===== src/rtl/riscv_pkg.sv =====
// Shared RV32I fetch definitions: opcodes, NOP encoding, fetch-buffer entry and B-type immediate decode.
package riscv_pkg;

  localparam int XLEN = 32;

  localparam logic [6:0] OPC_LW    = 7'b000_0011;
  localparam logic [6:0] OPC_SW    = 7'b010_0011;
  localparam logic [6:0] OPC_BEQ   = 7'b110_0011;
  localparam logic [6:0] OPC_ALUOP = 7'b011_0011;

  localparam logic [XLEN-1:0] NOP = 32'h0000_0013;

  typedef struct packed {
    logic            pred;
    logic [XLEN-1:0] pc;
    logic [XLEN-1:0] ir;
  } fetch_entry_t;

  // Sign-extended byte offset of a B-type instruction.
  function automatic logic [XLEN-1:0] b_imm(input logic [XLEN-1:0] ir);
    return {{19{ir[31]}}, ir[31], ir[7], ir[30:25], ir[11:8], 1'b0};
  endfunction

endpackage


===== src/rtl/riscv_fetch_fifo.sv =====
// Synchronous fetch buffer of {pred, pc, ir} entries with flush; the head entry is read straight from storage.
module riscv_fetch_fifo
  import riscv_pkg::*;
#(
  parameter int DEPTH = 2,
  parameter int CW    = $clog2(DEPTH) + 1
) (
  input  logic         clk,
  input  logic         rst,
  input  logic         flush,
  input  logic         push,
  input  fetch_entry_t push_data,
  input  logic         pop,
  output fetch_entry_t head,
  output logic [CW-1:0] count,
  output logic         full,
  output logic         empty
);

  localparam int PW = $clog2(DEPTH);

  fetch_entry_t  mem [DEPTH];
  logic [PW-1:0] wr_ptr;
  logic [PW-1:0] rd_ptr;

  always_ff @(posedge clk) begin
    if (rst || flush) begin
      wr_ptr <= '0;
      rd_ptr <= '0;
      count  <= '0;
    end else begin
      if (push) wr_ptr <= wr_ptr + 1'b1;
      if (pop)  rd_ptr <= rd_ptr + 1'b1;
      case ({push, pop})
        2'b10:   count <= count + 1'b1;
        2'b01:   count <= count - 1'b1;
        default: count <= count;
      endcase
    end
  end

  // Storage carries no reset; occupancy is tracked entirely by the pointers and count.
  always_ff @(posedge clk) begin
    if (push && !flush && !rst) mem[wr_ptr] <= push_data;
  end

  assign head  = mem[rd_ptr];
  assign full  = (count == CW'(DEPTH));
  assign empty = (count == '0);

endmodule


===== src/rtl/riscv_fetch_stage.sv =====
// RISC-V IF stage: owns the PC, issues imem reads under a credit rule and buffers responses for decode.
// Optional static BTFN prediction is enabled by defining RISCV_FETCH_PREDICT_EN.
module riscv_fetch_stage
  import riscv_pkg::*;
#(
  parameter logic [31:0] RESET_PC   = 32'h0000_0000,
  parameter int          FIFO_DEPTH = 2,
  parameter int          IMEM_AW    = 10
) (
  input  logic               clk,
  input  logic               rst,
  output logic               imem_req,
  output logic [IMEM_AW-1:0] imem_addr,
  input  logic [31:0]        imem_rdata,
  input  logic               redirect_valid,
  input  logic [31:0]        redirect_pc,
  output logic               ifid_valid,
  input  logic               ifid_ready,
  output logic [31:0]        ifid_ir,
  output logic [31:0]        ifid_pc,
  output logic               ifid_pred_taken
);

  localparam int CW = $clog2(FIFO_DEPTH) + 1;

  logic [31:0]   pc;
  logic [31:0]   next_pc;
  logic [31:0]   issue_pc;
  logic [31:0]   target;
  logic          inflight;
  logic          drop;
  logic          issue;
  logic          push;
  logic          pop;
  logic          predict;
  logic [CW:0]   credit;
  logic [CW-1:0] fifo_count;
  logic          fifo_full;
  logic          fifo_empty;
  fetch_entry_t  fifo_head;
  fetch_entry_t  push_data;

  // An in-flight read reserves a slot, so a response always has room when it lands.
  assign pop    = ifid_valid & ifid_ready;
  assign credit = (CW+1)'(fifo_count) - (CW+1)'(pop) + (CW+1)'(inflight);
  assign issue  = !rst && !redirect_valid && (credit < (CW+1)'(FIFO_DEPTH));
  assign push   = inflight && !drop && !redirect_valid && !rst;

`ifdef RISCV_FETCH_PREDICT_EN
  assign predict = push && (imem_rdata[6:0] == OPC_BEQ) && imem_rdata[31];
  assign target  = issue_pc + b_imm(imem_rdata);
`else
  assign predict = 1'b0;
  assign target  = '0;
`endif

  assign push_data = '{pred: predict, pc: issue_pc, ir: imem_rdata};

  always_comb begin
    next_pc = pc;
    if (redirect_valid)  next_pc = redirect_pc;
    else if (predict)    next_pc = target;
    else if (issue)      next_pc = pc + 32'd4;
  end

  // A prediction discards the sequential read issued alongside it; a redirect needs no drop
  // because its own cycle never issues and the arriving response is blocked by the flush.
  always_ff @(posedge clk) begin
    if (rst) begin
      pc       <= RESET_PC;
      issue_pc <= '0;
      inflight <= 1'b0;
      drop     <= 1'b0;
    end else begin
      pc       <= next_pc;
      inflight <= issue;
      drop     <= predict && issue;
      if (issue) issue_pc <= pc;
    end
  end

  riscv_fetch_fifo #(.DEPTH(FIFO_DEPTH), .CW(CW)) u_fifo (
    .clk       (clk),
    .rst       (rst),
    .flush     (redirect_valid),
    .push      (push),
    .push_data (push_data),
    .pop       (pop),
    .head      (fifo_head),
    .count     (fifo_count),
    .full      (fifo_full),
    .empty     (fifo_empty)
  );

  always @(posedge clk) begin
    if (!rst && !redirect_valid)
      assert (!(push && fifo_full)) else $error("fetch buffer push while full");
  end

  assign imem_req        = issue;
  assign imem_addr       = pc[IMEM_AW+1:2];
  assign ifid_valid      = !fifo_empty;
  assign ifid_ir         = ifid_valid ? fifo_head.ir : NOP;
  assign ifid_pc         = ifid_valid ? fifo_head.pc : 32'h0;
  assign ifid_pred_taken = ifid_valid ? fifo_head.pred : 1'b0;

endmodule


===== config.mk =====
export PLATFORM = sky130hd
export DESIGN_NAME = riscv_fetch_stage
export DESIGN_NICKNAME = d
export VERILOG_FILES = /design/src/rtl/riscv_pkg.sv /design/src/rtl/riscv_fetch_fifo.sv /design/src/rtl/riscv_fetch_stage.sv
export SDC_FILE = /design/constraint.sdc
export NUM_CORES = 1
export LEC_CHECK = 0
export CORE_ASPECT_RATIO = 0.6
export CORE_MARGIN = 4
export CORE_UTILIZATION = 38
export CTS_BUF_LIST = sky130_fd_sc_hd__clkbuf_4 sky130_fd_sc_hd__clkbuf_8 sky130_fd_sc_hd__clkbuf_16
export CTS_CLUSTER_DIAMETER = 150
export DETAILED_ROUTE_END_ITERATION = 16
export SLEW_MARGIN = 15
export SYNTH_ARGS = -nofsm -noshare
export SYNTH_HDL_FRONTEND = slang
export SYNTH_HIERARCHICAL = 1
export SYNTH_SLANG_ARGS = --single-unit

===== constraint.sdc =====
create_clock -name clk -period 8.8 [get_ports clk]
set_clock_uncertainty 0.2 [all_clocks]
set_input_delay 1.32 -clock clk [delete_from_list [all_inputs] [get_ports clk]]
set_output_delay 1.32 -clock clk [all_outputs]
set_load 0.02 [all_outputs]

=== Word-level counts from Yosys, hierarchy flattened ===
Memories as Yosys holds them, arrays and structs flattened. A register that Yosys moved wholly into a read port is not among the register bits.
Cells that the tools add are included.

* Flip-flop bits (word level): 69
* RAM bits: 128
* Bits of input ports: 68
* Output and inout bits: 77
* Word-level logic and storage cells: 41
* Memories: 1

{| class="wikitable"
|+ Memories
! name !! words !! bits a word !! rd ports !! clocked after memory_dff !! write ports !! line !! RTL
|-
| u_fifo.mem || 2 || 64 || 1 || 1 || 1 || riscv_fetch_fifo.sv:22 || <nowiki>fetch_entry_t mem [DEPTH];</nowiki>
|}

* Add/sub/neg operators: 7
* Order comparisons: 1
* Equality and inequality tests: 2
* Muxes and demuxes: 10
* Bitwise logic cells: 1
* Reductions and logical operators: 13

{| class="wikitable"
|+ Operator list
! operator !! count
|-
| 32-bit 2-to-1 mux || 4
|-
| 32-bit by 3-bit adder with 32-bit output (second input constant) || 1
|-
| 1-bit logical AND || 6
|-
| 1-bit 2-to-1 mux || 5
|-
| 2-bit one-hot mux with 2 select lines || 1
|-
| 2-bit nonzero test || 2
|-
| 3-bit by 1-bit adder with 3-bit output || 1
|-
| 1-bit logical NOT || 3
|-
| 3-bit by 2-bit less-than comparator with 1-bit output (second input constant) || 1
|-
| 2-bit by 1-bit subtractor with 3-bit output || 1
|-
| 1-bit adder (second input constant) || 2
|-
| 2-bit by 1-bit adder with 2-bit output (second input constant) || 1
|-
| 2-bit by 1-bit equality test with 1-bit output (second input constant) || 1
|-
| 2-bit equality test (second input constant) || 1
|-
| 2-bit logical NOT || 1
|-
| 2-bit by 1-bit subtractor with 2-bit output (second input constant) || 1
|-
| 1-bit AND || 1
|-
| 1-bit logical OR || 1
|}

=== Depth between registers and ports, before layout ===
Gate-level depths: netlist of run 1.

* Depth in word-level cells: 9
* Depth in mapped cells: 14
* Mapped depth without buffers: 11

=== Modules after synthesis ===
The synthesis of run 1 kept the hierarchy.

{| class="wikitable"
|+ By module, submodules not included
! module !! times used !! cells an instance !! area each (µm²) !! sequential area each (µm²)
|-
| riscv_fetch_fifo || 1 || 225 || 4,902.2 || 4,003.8
|-
| riscv_fetch_stage || 1 || 473 || 3,638.5 || 1,301.2
|}

=== Least setup slack after synthesis of run 1 ===
OpenSTA, ideal clock, no wires.

* Path kind: input to register
* From: input port redirect_valid
* To: memory u_fifo/mem[0][0] in the netlist's numbering (enable)
* Setup time: 649 ps
* Arrival time: 8,069 ps
* Data required time: 7,951 ps
* Setup slack: -118 ps
* Stages: 5
* Path buffers: 1
* Path through: buf_2 nor2_1 and2_1 inv_1 nor4_1

* Longest elaborated chain between the ends: 7

{| class="wikitable"
|+ RTL lines
! element !! line !! RTL
|-
| from (decl) || riscv_fetch_stage.sv:15 || <nowiki>input logic redirect_valid,</nowiki>
|-
| 1-bit logical NOT || riscv_fetch_stage.sv:47 || <nowiki>assign push = inflight && !drop && !redirect_valid && !rst;</nowiki>
|-
| 1-bit logical AND (2 in series) || riscv_fetch_stage.sv:47 ||
|-
| via push || riscv_fetch_stage.sv:33 || <nowiki>logic push;</nowiki>
|-
| 1-bit logical AND (2 in series) || riscv_fetch_fifo.sv:44 || <nowiki>if (push && !flush && !rst) mem[wr_ptr] <= push_data;</nowiki>
|-
| 1-bit 2-to-1 mux || riscv_fetch_fifo.sv:44 ||
|-
| 1-bit 2-to-1 mux (implied by the code) || riscv_fetch_fifo.sv:44 ||
|-
| to (decl) || riscv_fetch_fifo.sv:22 ||
|}

The timed path passes the listed nets, and every way through them passes these cells.

=== Worst setup path in the final report of run 1 ===
* From: input port ifid_ready
* To: output port imem_req

* Longest elaborated chain between the ends: 5

{| class="wikitable"
|+ RTL lines
! element !! line !! RTL
|-
| from (decl) || riscv_fetch_stage.sv:18 || <nowiki>input logic ifid_ready,</nowiki>
|-
| 1-bit AND || riscv_fetch_stage.sv:44 || <nowiki>assign pop = ifid_valid & ifid_ready;</nowiki>
|-
| via pop || riscv_fetch_stage.sv:34 || <nowiki>logic pop;</nowiki>
|-
| 2-bit by 1-bit subtractor with 3-bit output || riscv_fetch_stage.sv:45 || <nowiki>assign credit = (CW+1)'(fifo_count) - (CW+1)'(pop) + (CW+1)'(inflight);</nowiki>
|-
| 3-bit by 1-bit adder with 3-bit output || riscv_fetch_stage.sv:45 ||
|-
| 3-bit by 2-bit less-than comparator with 1-bit output || riscv_fetch_stage.sv:46 || <nowiki>assign issue = !rst && !redirect_valid && (credit < (CW+1)'(FIFO_DEPTH));</nowiki>
|-
| 1-bit logical AND || riscv_fetch_stage.sv:46 ||
|-
| to (decl) || riscv_fetch_stage.sv:12 || <nowiki>output logic imem_req,</nowiki>
|}

The timed path passes the listed nets, and every way through them passes these cells.

==> results.rst, run 1 <==
.. list-table::
   :header-rows: 1

   * - Metric
     - Value
   * - Aggregate global-route resource usage
     - 15.9%
   * - Setup crit start kind
     - primary input
   * - Sinks on the clock net
     - 200
   * - Number of detailed-routing iterations run before antenna repair
     - 5
   * - Worst hold path stage count
     - 0
   * - Remaining DRCs
     - 0
   * - Cells resized by post-CTS repair
     - 0
   * - Length of routed wiring on met1
     - 9510 µm
   * - FF-to-FF setup slack
     - 4.54 ns
   * - Vias in the first global route
     - 5,783
   * - Leakage dissipation
     - 3.57 nW
   * - HPWL after detailed placement
     - 12,800 µm
   * - Clk pin slew, worst setup/hold paths
     - around 0.070 ns
   * - RSZ-0062 raised after global routing
     - no
   * - Routability Congestion
     - 0.816
   * - Maximum clock rate
     - 184 MHz
   * - Internal cell power
     - 0.00152 W
   * - Skew-Pair Late Insertion Delay
     - 0.42 ns
   * - Required time worst endpoint
     - 7.28 ns
   * - I/O Pins
     - approximately 150
   * - Synth Cell Area
     - 0.00853 mm²
   * - Max-cap check violation count
     - 0
   * - Fraction of final layout cells sized beyond drive strength 1
     - 14.9%
   * - Hold path startpoint
     - issue_pc[24]
   * - Clock network fraction of design power
     - 40.7%
   * - Die width
     - 201 µm
   * - Switching power
     - approximately 0.00042 W
   * - Reg2Reg Launch Point
     - u_fifo/count[1]
   * - Placed cell areas
     - 0.0101 mm²
   * - Outcome
     - finished, final reports clean
   * - Number of nets in the final layout
     - 890
   * - Maximum number of pins on one net before global-route repair
     - 72
   * - Number of port buffers
     - between 100 and 150
   * - Effective utilization at floorplan
     - 38.7%
   * - Number of hold-repair buffers added at the cts stage
     - 0
   * - Max_slew headroom
     - 34.7%
   * - Antenna viol nets, final
     - 0
   * - Initial antenna violation count
     - 0
   * - Number of buffers added for setup after CTS
     - 0
   * - WL final
     - 20,300 µm
   * - Worst-Margin Slew
     - between 0.9 and 1 ns
   * - Setup violators final
     - 0
   * - Relative contribution of combinational cells to total power
     - 6.0%
   * - Final critical-path required period
     - approximately 5.4 ns
   * - Number of levels in the clock H-tree
     - 4
   * - Crit end category
     - output port
   * - Antenna cells
     - 0
   * - Power Density
     - 180 mW/mm²
   * - Vert. Die Dim
     - 124 µm
   * - Wire length on met3
     - around 1400 µm
   * - Reg power frac
     - 53.3%
   * - Per-instance average area after synthesis
     - 12.2 µm²
   * - Total die area
     - 0.0250 mm²
   * - Met2 wirelength from detailed routing
     - 9240 µm
   * - Sum of overflow across all layers after global routing
     - 0
   * - Type of the worst setup path
     - primary input to output port
   * - Wire length of the first global-routing pass
     - 31,200 µm
   * - Warnings, synthesis
     - 6
   * - Vias per inst
     - ~5.2
   * - Count of endpoints failing hold in the final timing report
     - 0
   * - Row Count
     - 42
   * - Core region area
     - 0.0221 mm²
   * - CTS root buf
     - clkbuf_16
   * - Arrival time at the worst endpoint
     - 3.91 ns
   * - Gate count after technology mapping
     - 697
   * - Initial DRC Count
     - 304
   * - Final count of pins violating max slew
     - 0
   * - Final critical-path share of the clock period
     - just over 60%
   * - Peak supply drop
     - 0.000129 V
   * - Critical path startpoint
     - ifid_ready
   * - Final Cell Area
     - approximately 0.011 mm²
   * - Tightest Hold Check Type
     - register to register
   * - Routed WL per cell
     - 18.2 µm
   * - Clock tree from TritonCTS
     - done
   * - Total CTS buffers
     - 17
   * - Critical register-to-register path endpoint
     - pc[7]
   * - CP max FO
     - 3
   * - Fraction of power spent switching nets
     - 21.5%
   * - Via count
     - approximately 5,900
   * - Topmost layer with routed signal wires
     - met4
   * - Layout Area Growth over Synthesis
     - 25.9%
   * - End point of the worst hold path
     - u_fifo/mem[1][56]
   * - Fin Setup TNS
     - 0 ns
   * - Number of buffers on the longest clock path
     - 2
   * - Register-to-Register Path Depth
     - 13
state kept, by name, summed over array words and instances, names as in the netlist, named ones only:
signal,flops
u_fifo/mem,130
issue_pc,32
pc,32
u_fifo/count,2
inflight,1
u_fifo/rd_ptr,1
u_fifo/wr_ptr,1
power groups by stage:
stage | Clock (W) | Combinational [W] | Sequential (W)
finish | 0.000789 | 0.000115 | 0.00103
global route | 0.000853 | 0.000126 | 0.00103
global placement | 0 | 0.000112 | 0.00105
CTS | 0.000813 | 0.000117 | 0.00103
floorplan | 0 | 0.0000641 | 0.00105
detailed placement | 0 | 0.000116 | 0.00105
metal layers:
metal,up-vias,global-route usage [%]
met5,-,0
met2,205,24.9
met1,2885,22.3
li1,2747,-
met4,0,4.14
met3,13,4.06
metrics by stage:
stage / setup WS, ns / hold WS, ns / utilization [%] / cells / power, W
after floorplan: 2.61 / 0.225 / - / 698 / 0.00111
after global placement: 3.51 / 0.235 / 45.9 / 1085 / 0.00116
after detailed placement: 3.37 / 0.237 / 45.9 / 1085 / 0.00117
after CTS: 3.36 / 0.254 / 48.7 / 1117 / 0.00196
after global routing: 3.24 / 0.270 / 48.7 / 1117 / 0.00201
final: 3.37 / 0.255 / 48.7 / 1117 / 0.00194
cell type report:
type | instances | area [µm²]
well taps | 286 | 358
multi-input cells | 437 | 2940
clock inverters | 8 | 81.3
fillers | 1973 | 11300
inverters | 10 | 37.5
repair buffers | 152 | 1490
flip-flops and latches | 200 | 5310
clock buffers | 24 | 526
critical path, cell delays in order:
cell and delay, ns:
clkdlybuf4s50_1 0.46, nor2b_1 0.30, ha_1 0.29, nand2b_1 0.17
fa_1 0.40, xnor2_1 0.20, nand3_2 0.11, clkinv_1 0.07
clkdlybuf4s50_1 0.60
cell usage in the layout, fill, tap and decap left out, types with 3 or more instances in the layout:
master / n
inv_1: 9
clkbuf_16: 19
nand4_1: 9
clkdlybuf4s50_1: 142
xor2_1: 6
a32oi_1: 5
and3_1: 5
a2bb2oi_1: 4
buf_4: 8
nor2b_1: 71
o21ai_0: 15
edfxtp_1: 130
a22oi_1: 6
nand3b_1: 6
ha_1: 3
clkbuf_4: 3
or2_2: 3
a21oi_1: 57
nor2_1: 16
nand2_1: 82
nor3_1: 8
o22ai_1: 6
nor3b_1: 3
or3_1: 4
nor4_4: 3
and2_1: 4
nand3_1: 11
mux2_2: 66
nor4_1: 4
dfxtp_1: 69
nand3_2: 3
xnor2_1: 5
a31oi_1: 8
worst max-delay path by stage:
stage,endpoint,cells past startpoint,slack (ns)
2_1_floorplan,u_fifo/mem[0][0],5,2.61
3_3_place_gp,imem_req,9,3.51
3_5_place_dp,imem_req,9,3.37
4_1_cts,imem_req,9,3.36
5_1_grt,imem_req,9,3.24
6_report,imem_req,9,3.37
(Power assumes the default switching activity.)
==> run 2, diff against run 1 <==
==> constraint.sdc (replaced) <==
create_clock -name clk -period 5.7 [get_ports clk]
set_clock_uncertainty 0.2 [all_clocks]
set_input_delay 0.855 -clock clk [delete_from_list [all_inputs] [get_ports clk]]
set_output_delay 0.855 -clock clk [all_outputs]
set_load 0.02 [all_outputs]
==> results.rst, run 2 (same netlist as run 1, synthesis figures left out) <==
.. list-table::
   :header-rows: 1

   * - Metric
     - Value
   * - Arrival time at the worst endpoint
     - 3.41 ns (was 3.91 ns)
   * - Register ranked first by flip-flop count
     - u_fifo/mem (unchanged)
   * - RSZ-0062 raised after global routing
     - no (unchanged)
   * - Vias per inst
     - 5.26 (was 5.24)
   * - Met2 capacity usage during global routing
     - 25.1% (was 24.9%)
   * - Peak supply drop
     - 0.000214 V (was 0.000129 V)
   * - Outcome
     - finished, final reports clean (unchanged)
   * - Routing layer with the top usage in global route
     - met2 (unchanged)
   * - Number of detailed-routing iterations run before antenna repair
     - 5 (unchanged)
   * - Final cell count without fillers
     - 1,117 (unchanged)
   * - Remaining DRCs
     - 0 (unchanged)
   * - Max_slew headroom
     - 36.8% (was 34.7%)
   * - Clk pin slew, worst setup/hold paths
     - 0.06 ns (was 0.07 ns)
   * - Final critical-path required period
     - between 4 and 5 ns
   * - Commonest cells after routing, fill and taps aside
     - clkdlybuf4s50_1, edfxtp_1, nand2_1, nor2b_1, dfxtp_1 (unchanged)
   * - Number of hold-repair buffers added at the cts stage
     - 0 (unchanged)
   * - Grt met3 use
     - 3.83% (was 4.06%)
   * - HPWL after detailed placement
     - 13,000 µm (was 12,800 µm)
   * - Largest register FFs
     - 130 (unchanged)
   * - Row Count
     - 42 (unchanged)
   * - Number of port buffers
     - 144 (unchanged)
   * - Leakage dissipation
     - 3.57 nW (about the same)
   * - CP max FO
     - 3 (unchanged)
   * - Initial antenna violation count
     - 0 (unchanged)
   * - Routed WL per cell
     - 18.0 µm (was 18.2 µm)
   * - Vert. Die Dim
     - 124 µm (unchanged)
   * - Wire length of the first global-routing pass
     - 31,500 µm (was 31,200 µm)
   * - Final critical-path share of the clock period
     - 78.3%
   * - Maximum number of pins on one net before global-route repair
     - 71 (was 72)
   * - Final Cell Area
     - 0.0107 mm² (about the same)
   * - Fin Setup TNS
     - 0 ns (unchanged)
   * - Effective utilization at floorplan
     - 38.7% (unchanged)
   * - Layout Area Growth over Synthesis
     - 25.8% (was 25.9%)
   * - Clock tree from TritonCTS
     - done (unchanged)
   * - Routability Congestion
     - 0.839 (was 0.816)
   * - Number of levels in the clock H-tree
     - 4 (unchanged)
   * - Maximum clock rate
     - 224 MHz
   * - Type of the worst setup path
     - primary input to output port (unchanged)
   * - WL final
     - 20,100 µm (was 20,300 µm)
   * - Cells resized by post-CTS repair
     - 0 (unchanged)
   * - Most frequent standard cell in the layout excluding fill and tap cells
     - clkdlybuf4s50_1 (unchanged)
   * - Antenna cells
     - 0 (unchanged)
   * - Count of endpoints failing hold in the final timing report
     - 0 (unchanged)
   * - Number of buffers on the longest clock path
     - 2 (unchanged)
   * - Total die area
     - 0.0250 mm² (unchanged)
   * - Setup violators final
     - 0 (unchanged)
   * - Met1 demand-to-capacity share in global routing
     - 22.4% (was 22.3%)
   * - Tightest Hold Check Type
     - register to register (unchanged)
   * - Worst-Margin Slew
     - 0.948 ns (was 0.980 ns)
   * - Largest registers in the final layout
     - u_fifo/mem (130), issue_pc (32), pc (32) (unchanged)
   * - Die width
     - 201 µm (unchanged)
   * - Setup crit start kind
     - primary input (unchanged)
   * - I/O Pins
     - 145 (unchanged)
   * - Final Core Density
     - 48.6% (was 48.7%)
   * - Max-cap check violation count
     - 0 (unchanged)
   * - Total instance count after detailed placement
     - 1,085 (unchanged)
   * - Core region area
     - 0.0221 mm² (unchanged)
   * - Crit end category
     - output port (unchanged)
   * - Via count
     - 5,876 (was 5,850)
   * - Required time worst endpoint
     - 4.64 ns (was 7.28 ns)
   * - Power Density
     - 280 mW/mm² (was 180 mW/mm²)
   * - CTS root buf
     - clkbuf_16 (unchanged)
   * - Number of buffers added for setup after CTS
     - 0 (unchanged)
   * - Total CTS buffers
     - 17 (unchanged)
   * - Sinks on the clock net
     - 200 (unchanged)
   * - Sum of overflow across all layers after global routing
     - 0 (unchanged)
   * - Number of nets in the final layout
     - 890 (unchanged)
   * - Placed cell areas
     - 0.0101 mm² (about the same)
   * - Skew-Pair Late Insertion Delay
     - 0.43 ns (was 0.42 ns)
   * - Number of inserted filler cells in the final layout
     - 1,969 (was 1,973)
   * - Initial DRC Count
     - 366 (was 304)
   * - Antenna viol nets, final
     - 0 (unchanged)
   * - Aggregate global-route resource usage
     - 16.1% (was 15.9%)
   * - Vias in the first global route
     - 5,942 (was 5,783)
   * - Fraction of final layout cells sized beyond drive strength 1
     - 14.8% (was 14.9%)
   * - Final count of pins violating max slew
     - 0 (unchanged)
   * - Sum of internal, switching and leakage power
     - 0.00300 W (was 0.00194 W)
run 2: cell types whose count changed in the layout (fill, tap and decap cells not counted), sizes merged:
cell / change
bufinv: +2
inv: -2
run 2: path summary, 6_finish.rpt:
| path | endpoint | cells past startpoint | start | slack (ns) |
|---|---|---|---|---|
| worst max-delay path | imem_req | 9 | ifid_ready | 1.24 |
| worst min-delay path | issue_pc[1] | 2 | pc[1] | 0.25 |
| worst max register to register | pc[15] | 12 | u_fifo/count[1] | 2.02 |
| worst min register to register | issue_pc[1] | 2 | pc[1] | 0.25 |
run 2: metrics by stage:
step,hold WS [ns],setup WS (ns)
final,0.251,1.24
after global routing,0.271,1.12
after CTS,0.253,1.22
after detailed placement,0.238,1.23
after global placement,0.235,1.34
after floorplan,0.225,1.48
run 2: where the power goes:
part	switching (W)	leakage [nW]	internal, W	total (W)
registers	0.0000325	1.84	0.00156	0.00159
clock network	0.000510	0.294	0.000723	0.00123
logic	0.0000876	1.43	0.0000888	0.000176
total	0.000630	3.57	0.00237	0.00300
run 2: metal layers:
metal  up-vias  wire (µm)
li1       2745          -
met1      2924       9700
met2       188       9010
met3        19       1160
met4         0        245
met5         -          0
run 2: layout make-up:
| cell class | instances | area (µm²) | share of cell area, % |
|---|---|---|---|
| Sequential cell | 200 | 5310 | 49.4 |
| Multi-Input combinational cell | 437 | 2940 | 27.4 |
| Timing Repair Buffer | 152 | 1490 | 13.9 |
| Clock buffer | 24 | 478 | 4.45 |
| Tap cell | 286 | 358 | 3.33 |
| Clock inverter | 8 | 123 | 1.14 |
| Inverter | 10 | 37.5 | 0.350 |
run 2: worst max-delay path: stages:
cell and delay (ns):
clkdlybuf4s50_1 0.46, nor2b_1 0.26, ha_1 0.29, nand2b_1 0.15, fa_1 0.38, xnor2_1 0.21, nand3_2 0.12, clkinv_1 0.08
clkdlybuf4s50_1 0.60
==> run 3, diff against run 2 <==
==> constraint.sdc (replaced) <==
create_clock -name clk -period 3.9 [get_ports clk]
set_clock_uncertainty 0.2 [all_clocks]
set_input_delay 0.585 -clock clk [delete_from_list [all_inputs] [get_ports clk]]
set_output_delay 0.585 -clock clk [all_outputs]
set_load 0.02 [all_outputs]
==> results.rst, run 3 (same netlist as run 1, synthesis figures left out) <==
.. list-table::
   :header-rows: 1

   * - Metric
     - Value
   * - Outcome
     - finished, final reports clean (unchanged)
   * - Max_slew headroom
     - 35.0% (was 36.8%)
   * - Routed WL per cell
     - 17.9 µm (was 18.0 µm)
   * - Number of port buffers
     - 144 (unchanged)
   * - Final count of pins violating max slew
     - 0 (unchanged)
   * - Required time worst endpoint
     - 3.12 ns (was 4.64 ns)
   * - Buffers & Inverters on Critical Path
     - 3 (unchanged)
   * - Vert. Die Dim
     - 124 µm (unchanged)
   * - Max-cap check violation count
     - 0 (unchanged)
   * - Fraction of power spent switching nets
     - 22.1% (was 21.0%)
   * - Final critical-path required period
     - ~3.6 ns
   * - Fin Setup TNS
     - 0 ns (unchanged)
   * - Final critical-path share of the clock period
     - 93.2%
   * - Total CTS buffers
     - 17 (unchanged)
   * - Maximum cell stage delay along the critical path
     - 0.46 ns (was 0.60 ns)
   * - Most frequent standard cell in the layout excluding fill and tap cells
     - clkdlybuf4s50_1 (unchanged)
   * - Largest registers in the final layout
     - u_fifo/mem (130), issue_pc (32), pc (32) (unchanged)
   * - Row Count
     - 42 (unchanged)
   * - Crit end category
     - output port (unchanged)
   * - Maximum number of pins on one net before global-route repair
     - 70 (was 71)
   * - Number of detailed-routing iterations run before antenna repair
     - 5 (unchanged)
   * - CP max FO
     - 2 (was 3)
   * - Number of levels in the clock H-tree
     - 4 (unchanged)
   * - Wire length of the first global-routing pass
     - 31,200 µm (was 31,500 µm)
   * - Reg power frac
     - 53.6% (was 53.1%)
   * - Number of buffers on the longest clock path
     - 2 (unchanged)
   * - Switching power
     - 0.000961 W (was 0.000630 W)
   * - Placed cell areas
     - 0.0102 mm² (was 0.0101 mm²)
   * - Count of endpoints failing hold in the final timing report
     - 0 (unchanged)
   * - Initial DRC Count
     - 360 (was 366)
   * - Aggregate global-route resource usage
     - 16.0% (was 16.1%)
   * - Relative contribution of combinational cells to total power
     - 6.0% (was 5.9%)
   * - Vias per inst
     - 5.18 (was 5.26)
   * - Sinks on the clock net
     - 200 (unchanged)
   * - Routability Congestion
     - 0.860 (was 0.839)
   * - Slowest library cell on the worst path
     - clkdlybuf4s50_1 (unchanged)
   * - Maximum clock rate
     - 275 MHz
   * - Routing layer with the top usage in global route
     - met2 (unchanged)
   * - Remaining DRCs
     - 0 (unchanged)
   * - Cells resized by post-CTS repair
     - 1 (was 0)
   * - Grt met3 use
     - 4.45% (was 3.83%)
   * - Clock network fraction of design power
     - 40.4% (was 41.1%)
   * - Core region area
     - 0.0221 mm² (unchanged)
   * - Setup crit start kind
     - primary input (unchanged)
   * - Met1 demand-to-capacity share in global routing
     - 22.5% (was 22.4%)
   * - Number of hold-repair buffers added at the cts stage
     - 0 (unchanged)
   * - Final cell count without fillers
     - 1,120 (was 1,117)
   * - Type of the worst setup path
     - primary input to output port (unchanged)
   * - Skew-Pair Late Insertion Delay
     - 0.43 ns (about the same)
   * - Cells traversed along the worst timing path
     - clkdlybuf4s50_1, nor2b_1, ha_1, nand2b_1, fa_1, xnor2_1, nand3_2, clkinv_1, dlygate4sd2_1 (was clkdlybuf4s50_1, nor2b_1, ha_1, nand2b_1, fa_1, xnor2_1, nand3_2, clkinv_1, clkdlybuf4s50_1)
   * - Total die area
     - 0.0250 mm² (unchanged)
   * - Vias in the first global route
     - 5,789 (was 5,942)
   * - Arrival time at the worst endpoint
     - 2.85 ns (was 3.41 ns)
   * - Largest register FFs
     - 130 (unchanged)
   * - Fraction of final layout cells sized beyond drive strength 1
     - 15.2% (was 14.8%)
   * - Antenna cells
     - 0 (unchanged)
   * - Initial antenna violation count
     - 0 (unchanged)
   * - Commonest cells after routing, fill and taps aside
     - clkdlybuf4s50_1, edfxtp_1, nand2_1, nor2b_1, dfxtp_1 (unchanged)
   * - Met2 capacity usage during global routing
     - 24.6% (was 25.1%)
   * - Worst-Margin Slew
     - 0.974 ns (was 0.948 ns)
   * - Internal cell power
     - 0.00339 W (was 0.00237 W)
   * - Setup violators final
     - 0 (unchanged)
   * - Number of buffers added for setup after CTS
     - 0 (unchanged)
   * - Number of nets in the final layout
     - 893 (was 890)
   * - Clock tree from TritonCTS
     - done (unchanged)
   * - Top cell family by delay on the critical path
     - buffers and inverters (unchanged)
   * - Total instance count after detailed placement
     - 1,088 (was 1,085)
   * - Clk pin slew, worst setup/hold paths
     - 0.08 ns (was 0.06 ns)
   * - CTS root buf
     - clkbuf_16 (unchanged)
   * - Die width
     - 201 µm (unchanged)
   * - Antenna viol nets, final
     - 0 (unchanged)
   * - WL final
     - 20,000 µm (was 20,100 µm)
   * - I/O Pins
     - 145 (unchanged)
   * - RSZ-0062 raised after global routing
     - no (unchanged)
   * - Leakage dissipation
     - 3.60 nW (was 3.57 nW)
   * - Peak supply drop
     - 0.000311 V (was 0.000214 V)
   * - Register ranked first by flip-flop count
     - u_fifo/mem (unchanged)
   * - Layout Area Growth over Synthesis
     - 26.5% (was 25.8%)
   * - Effective utilization at floorplan
     - 38.7% (unchanged)
   * - Tightest Hold Check Type
     - register to register (unchanged)
   * - Final Cell Area
     - 0.0108 mm² (was 0.0107 mm²)
   * - HPWL after detailed placement
     - 12,900 µm (was 13,000 µm)
   * - Via count
     - 5,804 (was 5,876)
   * - Power Density
     - 403 mW/mm² (was 280 mW/mm²)
   * - Final Core Density
     - 48.9% (was 48.6%)
   * - Sum of internal, switching and leakage power
     - 0.00435 W (was 0.00300 W)
   * - Sum of overflow across all layers after global routing
     - 0 (unchanged)
## run 3: cell count changes in the layout (fill, tap and decap cells not counted), sizes merged
cell | previous run | this run
buf | 10 | 13
clkbuf | 24 | 22
bufinv | 3 | 1
dlygate4sd2 | 0 | 1
inv | 9 | 14
clkdlybuf4s50 | 142 | 141
clkinvlp | 2 | 1
## run 3: per-layer routing
layer | share of wire, % | up-vias
li1 | - | 2756
met1 | 47 | 2861
met2 | 46 | 174
met3 | 6.6 | 13
met4 | 0.70 | 0
met5 | 0 | -
## run 3: power groups by stage
stage | clock network, W | registers [W] | logic (W)
6_report | 0.00176 | 0.00233 | 0.000263
5_1_grt | 0.00190 | 0.00233 | 0.000287
4_1_cts | 0.00180 | 0.00233 | 0.000266
3_5_place_dp | 0 | 0.00238 | 0.000265
3_3_place_gp | 0 | 0.00237 | 0.000257
2_1_floorplan | 0 | 0.00236 | 0.000145
## run 3: worst paths after layout
| kind | start | end | slack (ns) | cells after the start |
|---|---|---|---|---|
| worst min-delay path | issue_pc[17] | u_fifo/mem[1][49] | 0.26 | 0 |
| worst max register to register | u_fifo/count[1] | pc[14] | 0.67 | 12 |
| worst max-delay path | ifid_ready | imem_req | 0.26 | 9 |
| worst min register to register | issue_pc[17] | u_fifo/mem[1][49] | 0.26 | 0 |
## run 3: area by class of cell
class / count / area, µm²
Fill cell: 1971 / 11300
Sequential cell: 200 / 5310
Multi-Input combinational cell: 437 / 2940
Timing Repair Buffer: 155 / 1550
Clock buffer: 22 / 487
Tap cell: 286 / 358
Clock inverter: 10 / 108
Inverter: 10 / 37.5
## run 3: stage by stage
stage          hold WS [ns]  setup WS [ns]
2_1_floorplan         0.225         0.0590
3_3_place_gp          0.235         0.0892
3_5_place_dp          0.242        -0.0198
4_1_cts               0.260          0.242
5_1_grt               0.273          0.157
6_report              0.258          0.265
